--- src/rtl/keypad_scan.sv ---
// keypad_scan
// Scans a 4x4 active-low matrix keypad one row at a time and debounces the
// result frame by frame. Each accepted press, and each auto-repeat while the
// key stays held, becomes a single-clock key code on key. Between events key
// is 0.
//
// Ports
//   clk        system clock
//   rst_n      asynchronous, active-low reset
//   row[3:0]   row drive, active-low, exactly one bit low at any time
//   col[3:0]   column sense, asynchronous, pulled up, 0 = pressed
//   key[7:0]   key code pulse: 1..16 for one clock per event, otherwise 0
//   dbg_state  current FSM state (0 idle, 1 debounce, 2 held, 3 repeat)
module keypad_scan #(
    parameter int SCAN_DIV             = 50000,
    parameter int DEBOUNCE_FRAMES      = 5,
    parameter int REPEAT_EN            = 1,
    parameter int REPEAT_DELAY_FRAMES  = 125,
    parameter int REPEAT_PERIOD_FRAMES = 25
) (
    input  logic       clk,
    input  logic       rst_n,
    output logic [3:0] row,
    input  logic [3:0] col,
    output logic [7:0] key,
    output logic [1:0] dbg_state
);

    localparam int SW = (SCAN_DIV > 1) ? $clog2(SCAN_DIV) : 1;
    localparam int MAXP_A = (DEBOUNCE_FRAMES > REPEAT_DELAY_FRAMES) ?
                            DEBOUNCE_FRAMES : REPEAT_DELAY_FRAMES;
    localparam int MAXP = (MAXP_A > REPEAT_PERIOD_FRAMES) ? MAXP_A : REPEAT_PERIOD_FRAMES;
    localparam int CW = $clog2(MAXP + 1);

    localparam logic [SW-1:0] SLOT_LAST = SW'(SCAN_DIV - 1);
    localparam logic [CW-1:0] DB_N      = CW'(DEBOUNCE_FRAMES);
    localparam logic [CW-1:0] DELAY_N   = CW'(REPEAT_DELAY_FRAMES);
    localparam logic [CW-1:0] PERIOD_N  = CW'(REPEAT_PERIOD_FRAMES);
    localparam logic [CW-1:0] ONE_N     = CW'(1);

    typedef enum logic [1:0] {
        S_IDLE     = 2'd0,
        S_DEBOUNCE = 2'd1,
        S_HELD     = 2'd2,
        S_REPEAT   = 2'd3
    } state_t;

    // ------------------------------------------------------------------
    // Column synchroniser (idles high, matching the pull-ups)
    // ------------------------------------------------------------------
    logic [3:0] col_s1;
    logic [3:0] col_s2;

    always_ff @(posedge clk or negedge rst_n) begin
        if (!rst_n) begin
            col_s1 <= 4'hF;
            col_s2 <= 4'hF;
        end else begin
            col_s1 <= col;
            col_s2 <= col_s1;
        end
    end

    // ------------------------------------------------------------------
    // Row scan
    // ------------------------------------------------------------------
    logic [SW-1:0] slot_cnt;
    logic [1:0]    r;
    logic          slot_last;
    logic          frame_end;

    assign slot_last = (slot_cnt == SLOT_LAST);
    assign frame_end = slot_last && (r == 2'd3);
    assign row       = ~(4'b0001 << r);

    always_ff @(posedge clk or negedge rst_n) begin
        if (!rst_n) begin
            slot_cnt <= '0;
            r        <= 2'd0;
        end else if (slot_last) begin
            slot_cnt <= '0;
            r        <= r + 2'd1;
        end else begin
            slot_cnt <= slot_cnt + SW'(1);
        end
    end

    // ------------------------------------------------------------------
    // Hit accumulation: bit 4*r+c set when column c was low during row r.
    // Sampling on the last clock of a slot gives the row drive the whole
    // slot to settle through the synchroniser.
    // ------------------------------------------------------------------
    logic [15:0] acc;
    logic [15:0] frame_vec;
    logic [4:0]  hits;
    logic [3:0]  hit_idx;
    logic [4:0]  code;

    always_ff @(posedge clk or negedge rst_n) begin
        if (!rst_n) begin
            acc <= '0;
        end else if (frame_end) begin
            acc <= '0;
        end else if (slot_last) begin
            acc[{r, 2'b00} +: 4] <= ~col_s2;
        end
    end

    // The row-3 samples are taken in the same clock as the frame decision,
    // so they join the accumulated rows directly instead of via acc.
    always_comb begin
        frame_vec        = acc;
        frame_vec[15:12] = ~col_s2;
    end

    always_comb begin
        hits    = 5'd0;
        hit_idx = 4'd0;
        for (int i = 0; i < 16; i++) begin
            if (frame_vec[i]) begin
                hits    = hits + 5'd1;
                hit_idx = 4'(i);
            end
        end
        // Multiple hits (multi-key or ghosting) read as nothing pressed.
        code = (hits == 5'd1) ? ({1'b0, hit_idx} + 5'd1) : 5'd0;
    end

    // ------------------------------------------------------------------
    // Debounce / repeat FSM, advances only at frame end
    // ------------------------------------------------------------------
    state_t        state, state_n;
    logic [4:0]    cand, cand_n;
    logic [CW-1:0] cnt, cnt_n;
    logic [CW-1:0] miss, miss_n;
    logic [CW-1:0] cnt_inc, miss_inc, target;
    logic          emit;
    logic [7:0]    key_n;

    assign dbg_state = state;

    always_ff @(posedge clk or negedge rst_n) begin
        if (!rst_n) begin
            state <= S_IDLE;
            cand  <= 5'd0;
            cnt   <= '0;
            miss  <= '0;
            key   <= 8'd0;
        end else begin
            state <= state_n;
            cand  <= cand_n;
            cnt   <= cnt_n;
            miss  <= miss_n;
            key   <= key_n;
        end
    end

    always_comb begin
        state_n  = state;
        cand_n   = cand;
        cnt_n    = cnt;
        miss_n   = miss;
        emit     = 1'b0;
        cnt_inc  = cnt + ONE_N;
        miss_inc = miss + ONE_N;
        target   = (state == S_HELD) ? DELAY_N : PERIOD_N;

        if (frame_end) begin
            case (state)
                S_IDLE: begin
                    if (code != 5'd0) begin
                        cand_n  = code;
                        cnt_n   = ONE_N;
                        state_n = S_DEBOUNCE;
                    end
                end
                S_DEBOUNCE: begin
                    if (code == cand) begin
                        cnt_n = cnt_inc;
                        if (cnt_inc == DB_N) begin
                            emit    = 1'b1;
                            cnt_n   = '0;
                            miss_n  = '0;
                            state_n = S_HELD;
                        end
                    end else if (code == 5'd0) begin
                        cnt_n   = '0;
                        state_n = S_IDLE;
                    end else begin
                        cand_n = code;
                        cnt_n  = ONE_N;
                    end
                end
                S_HELD, S_REPEAT: begin
                    if (code == cand) begin
                        miss_n = '0;
                        if (REPEAT_EN != 0) begin
                            cnt_n = cnt_inc;
                            if (cnt_inc == target) begin
                                emit    = 1'b1;
                                cnt_n   = '0;
                                state_n = S_REPEAT;
                            end
                        end else if (cnt != DELAY_N) begin
                            // Without repeat the count just saturates.
                            cnt_n = cnt_inc;
                        end
                    end else begin
                        // Any other code, including another key, counts
                        // towards release of the held key.
                        miss_n = miss_inc;
                        if (miss_inc == DB_N) begin
                            cnt_n   = '0;
                            miss_n  = '0;
                            state_n = S_IDLE;
                        end
                    end
                end
                default: begin
                    state_n = S_IDLE;
                end
            endcase
        end

        key_n = emit ? {3'b000, cand} : 8'd0;
    end

endmodule
--- config.mk ---
export PLATFORM = sky130hd
export DESIGN_NAME = keypad_scan
export DESIGN_NICKNAME = d
export VERILOG_FILES = /design/src/rtl/keypad_scan.sv
export SDC_FILE = /design/constraint.sdc
export NUM_CORES = 1
export LEC_CHECK = 0
export ABC_CLOCK_PERIOD_IN_PS = 15300
export CAP_MARGIN = 20
export CELL_PAD_IN_SITES_DETAIL_PLACEMENT = 0
export CELL_PAD_IN_SITES_GLOBAL_PLACEMENT = 1
export CORE_MARGIN = 4
export CORE_UTILIZATION = 52
export DETAILED_ROUTE_END_ITERATION = 7
export HOLD_SLACK_MARGIN = 0.1
export PLACE_DENSITY = 0.87
export SLEW_MARGIN = 15
export SYNTH_ARGS = -nofsm -noshare
export SYNTH_HDL_FRONTEND = slang
export SYNTH_SLANG_ARGS = --single-unit
--- constraint.sdc ---
create_clock -name clk -period 15.3 [get_ports clk]
set_input_delay 1.53 -clock clk [delete_from_list [all_inputs] [get_ports clk]]
set_output_delay 1.53 -clock clk [all_outputs]
set_load 0.02 [all_outputs]
Yosys cells after proc, flatten, opt, wreduce, memory -nomap -nowiden
Index checks and enable logic that the tools add are counted.

storage, ports and cells
  register bits after elaboration = 71
  input port bits = 6

operators by class
  $add $sub $neg = 21
  equality and inequality tests = 19
  shift operators = 3
  multiplexer cells = 69
  bitwise gates (word level) = 2
  reduce and logical (&&, ||, !) cells = 12

operator list
  kind                    count
  $mux 5                  20
  $mux 7                  11
  $add 5x1->5 const B     14
  $mux 4                  13
  $mux 16                 3
  $pmux 7 s3              1
  $add 16x1->16 const B   1
  $bwmux 16               1
  $eq 16x16->1 const B    1
  $mux 2                  8
  $shift 4x6->16 const A  1
  $shiftx 4x6->16         1
  $add 7x1->7 const B     2
  $eq 7x3->1 const B      2
  $pmux 7 s2              1
  $ne 3x3->1 const B      4
  $ne 2x2->1 const B      5
  $pmux 5 s2              1
  $mux 1                  8
  $not 4->4               2
  $eq 7x7->1              1
  $eq 2x2->1 const B      3
  $neg 4->6               1
  $pmux 2 s3              1
  18 further kinds        20

Longest topological paths before layout
  depth in word-level cells = 38
  mapped depth = 53

Least setup slack after synthesis
Ideal clock, no wire load.

  kind = reg2reg
  start = register acc[0]
  end = register cand[2]
  setup time = 0.127 ns
  arrival = 9.846 ns
  required time = 15.173 ns
  setup slack = 5.327 ns
  cell stages (with the launch flop) = 52
  path buffers = 0
  cell sequence = dfrtp_1 > ha_1 > or2_2 > nand2_1 > inv_1 > ha_1 > nand2_1 > o21ai_0 > ha_1 > mux2_2 > ha_1 > a32oi_1 > o221ai_1 > ha_1 > nand2b_1 > o21a_1 > ha_1 > mux2i_1 > [16 not listed] > nor2_1 > a21oi_1 > ha_1 > o21ai_0 > o21bai_1 > inv_1 > ha_1 > mux2_2 > ha_1 > or2_2 > a2bb2oi_1 > a21oi_1 > nand3_1 > o31ai_4 > nand3_1 > or2_1 > a311oi_4 > mux2_1

on the way
  longest elaborated chain between the ends = 36

ends and longest elaborated chain
  what                                                             line  text
  start, declared                                                  93    logic [15:0] acc;
  start signal, assigned by index                                  105   acc[{r, 2'b00} +: 4] <= ~col_s2;
  $mux 1 (*)                                                       120   if (frame_vec[i]) begin
  $add 1x1->2                                                      121   hits = hits + 5'd1;
  $mux 5 (*)                                                       120
  $add 5x1->5                                                      121
  $mux 5 (*)                                                       120
  $add 5x1->5                                                      121
  $mux 5 (*)                                                       120
  $add 5x1->5                                                      121
  [20 not listed]                                                  --
  $mux 5 (*)                                                       120
  $add 5x1->5                                                      121
  $mux 5 (*)                                                       120
  $eq 5x1->1 (*)                                                   126   code = (hits == 5'd1) ? ({1'b0, hit_idx} + 5'd1) : 5'd0;
  $mux 5 (*)                                                       126
  $eq 5x5->1, or another cell as far along                         178   if (code == cand) begin
  $ne 2x2->1 (no line) / $mux 5 (equally long branches)            --
  $reduce_and 5->1 (no line) / $pmux 5 s2 (equally long branches)  --
  end signal, assigned                                             151   cand <= cand_n;
  end, declared                                                    133   logic [4:0] cand, cand_n;

Every way passes the cells marked *; elsewhere a longest branch is shown, timed or not. The select of a mux whose other input is x is not followed.
A chain may end at the register's enable or synchronous reset.

Worst setup path after layout
Same ends and word-level chain as after synthesis.

==> metrics <==
clk_lat worst skew 0.34 ns; worst hold start col_s1[2]; Setup CP Type flip-flop to flip-flop; die area 11,100 um2; post-CTS resize count 0; PwrDens 65.5 nW/um2; Reg clk slew, reported paths 0.07 ns; post-synthesis sequential area ratio 32.5%; number of distinct library cells after synthesis 83; Adder-Cell Fraction of Synth Area 6.80%; Crit-path slowest cell a311oi_4; Starting Density 53.6%; core area 9240 um2; Detailed Route WL 10,200 um; # diodes 0; worst slack, placed 4.16 ns; largest family of logic cells by synthesized area simple AND/OR/NAND/NOR gates; commonest non-fill, non-tap cell in the layout nand2_1; Worst Path Buf+Inv 4; post-route cell area 5370 um2; Post-Syn Area 4950 um2; layout cell share with drive strength beyond 1 8.69%; post-route minimum period 11.16 ns; grt ovf 0; via count 3,951; proportion of synthesized area in mux cells 2.75%; complex-gate fraction of the synthesized area 17.0%; slew margin rel. 47.3%; clk sinks 64; Worst Skew 0.00968 ns; Worst Setup SP acc[0]; CP arrival 11.38 ns; CP top delay family adder cells; Hold Vio Cnt, Final 0; Synth Warn # 0; post-DP HPWL 7650 um; Port Buffers 16; vias in the first global route 3,924; status finished clean; Mapped Cells 554; Syn Area/Cell 8.94 um2; maximum VDD drop 56.6 uV; required time worst endpoint 15.52 ns; DR iter-0 viols 168; RSZ-0062 raised after global routing no; Lkg Pwr 2.33 nW; Worst path most repeated cell ha_1; CTS tree yes; antenna viol nets, final 0; Final Max Slew Viols 0; GR Util All Layers 19.4%; CP peak stage delay 0.50 ns; Max H-tree Level 3; drt via density 5.70; Async S/R FF share, synth 100%; first-pass GRT wire length 18,100 um; Worst R2R Start acc[0]; slew at the pin closest to its max-slew limit 0.791 ns; Worst setup SP type flip-flop; Setup crit end kind flip-flop; IO Count 20; initial antenna violation count 0; Post-synth EDFFs 0; commonest non-fill, non-tap cells in the layout nand2_1, dfrtp_1, inv_1, xnor2_1, nor2_1; DIE WIDTH 106 um; fin crit share 72.9%; # hold bufs at CTS 0; Post-CTS Setup Bufs 0; worst hold path type flip-flop to flip-flop; Max Fanout on Critical Path 13; largest net degree at the start of global routing 65; Avg WL per Cell 14.7 um; Longest Clk Path Bufs 2; Routability Congestion 0.825; fmax 89.6 MHz; Final nets 591; Remaining DRCs 0; Seq cells post-synth 64; post-synthesis simple-gate area fraction 21.6%; fin worst setup slack 4.14 ns; Fin Hold WS 0.361 ns; Die Height 106 um; Primary FF master, synth dfrtp_1; std cell rows 35; final setup violation count 0; Area Overhead vs Synth 8.54%; TritonCTS Buffers 9; DR pass1 iterations 4; TNS Setup 0 ns; XOR/XNOR Fraction of Synth Area 13.8%; DP Area 5170 um2; maxcap violations 0; root buffer cell clkbuf_8
[kinds of logic (layout without fill, tap and decap cells)]
logic type | after synthesis | after routing
and+or+nand+nor | 205 | 205
DFF | 64 | 64
other | 1 | 3
adders and majority gates | 27 | 27
xor gates and xnor gates | 66 | 66
AOI/OAI and AO/OA | 114 | 114
buffers and inverters | 64 | 72
muxes | 13 | 13
[registers in the layout, summed over array words and instances (netlist names)]
signal	count
cnt	7
dbg_state	2
col_s2	4
col_s1	4
acc	12
key	5
miss	7
r	2
slot_cnt	16
cand	5
[metrics by stage]
stage | util, % | std cells | total power [mW]
detailed placement | 56.0 | 677 | 0.208
global placement | 56.0 | 677 | 0.207
finish | 58.2 | 693 | 0.352
CTS | 58.2 | 693 | 0.355
floorplan | - | 556 | 0.200
global route | 58.2 | 693 | 0.367
[power by group]
part           switching (mW)  internal [mW]
registers             0.00214          0.171
clock network          0.0630         0.0838
logic                  0.0213         0.0105
[cell usage after synthesis (3+ instances only)]
cell type / instances / area share, %
and4_1: 8 / 1.4
or2_2: 4 / 0.51
and2_1: 9 / 1.1
xnor2_1: 35 / 6.2
nor2b_1: 12 / 1.5
nor2_1: 28 / 2.1
nand4_1: 9 / 1.1
buf_4: 4 / 0.61
a31oi_1: 5 / 0.63
o2111ai_1: 4 / 0.71
or3_1: 3 / 0.38
dfrtp_1: 56 / 28
o21a_1: 4 / 0.61
nand2_1: 63 / 4.8
o21ai_0: 26 / 2.6
dfstp_2: 8 / 4.2
inv_1: 36 / 2.7
nand3_1: 27 / 2.7
o21bai_1: 3 / 0.45
buf_2: 4 / 0.40
nor4_1: 5 / 0.63
nor4b_1: 3 / 0.53
ha_1: 26 / 6.6
xnor3_1: 3 / 1.4
mux2i_1: 8 / 1.6
and3_1: 11 / 1.4
o31ai_1: 6 / 0.91
a21oi_1: 17 / 1.7
a32o_1: 3 / 0.61
nor3_1: 7 / 0.71
o211ai_1: 6 / 0.91
nand2b_1: 4 / 0.51
mux2_1: 3 / 0.68
o22ai_1: 5 / 0.63
xor2_1: 23 / 4.1
clkbuf_1: 17 / 1.3
[layout make-up]
class | instances | area (um2)
well taps | 129 | 161
clock buffers | 13 | 159
clock inverters | 3 | 40.0
flip-flops and latches | 64 | 1610
multi-input cells | 428 | 3090
inverters | 37 | 139
fillers | 840 | 3870
repair buffers | 19 | 178
[worst register-to-register path: cells and delay by family (launching register included)]
| family | cells | cell delay [ns] |
|---|---|---|
| muxes | 4 | 0.99 |
| AOI/OAI and AO/OA | 17 | 3.54 |
| buffers and inverters | 4 | 0.33 |
| and+or+nand+nor | 12 | 1.79 |
| adders and majority gates | 14 | 3.99 |
| DFF | 1 | 0.40 |
[metal layers]
metal / global-route usage [%] / up-vias / share of wire [%]
li1: - / 1980 / -
met1: 25.0 / 1914 / 46
met2: 33.7 / 47 / 50
met3: 3.00 / 10 / 2.3
met4: 5.27 / 0 / 1.1
met5: 0 / - / 0
[final timing paths]
kind                                    end  slack, ns  cells past startpoint
max in group asynchronous            cnt[6]      13.42                      2
worst max register to register      cand[2]       4.14                     51
worst max-delay path                cand[2]       4.14                     51
worst min-delay path              col_s2[2]       0.36                      0
min in group asynchronous       slot_cnt[8]       1.34                      2
worst min register to register    col_s2[2]       0.36                      0
Note: power is estimated with default switching activity, not from simulation.
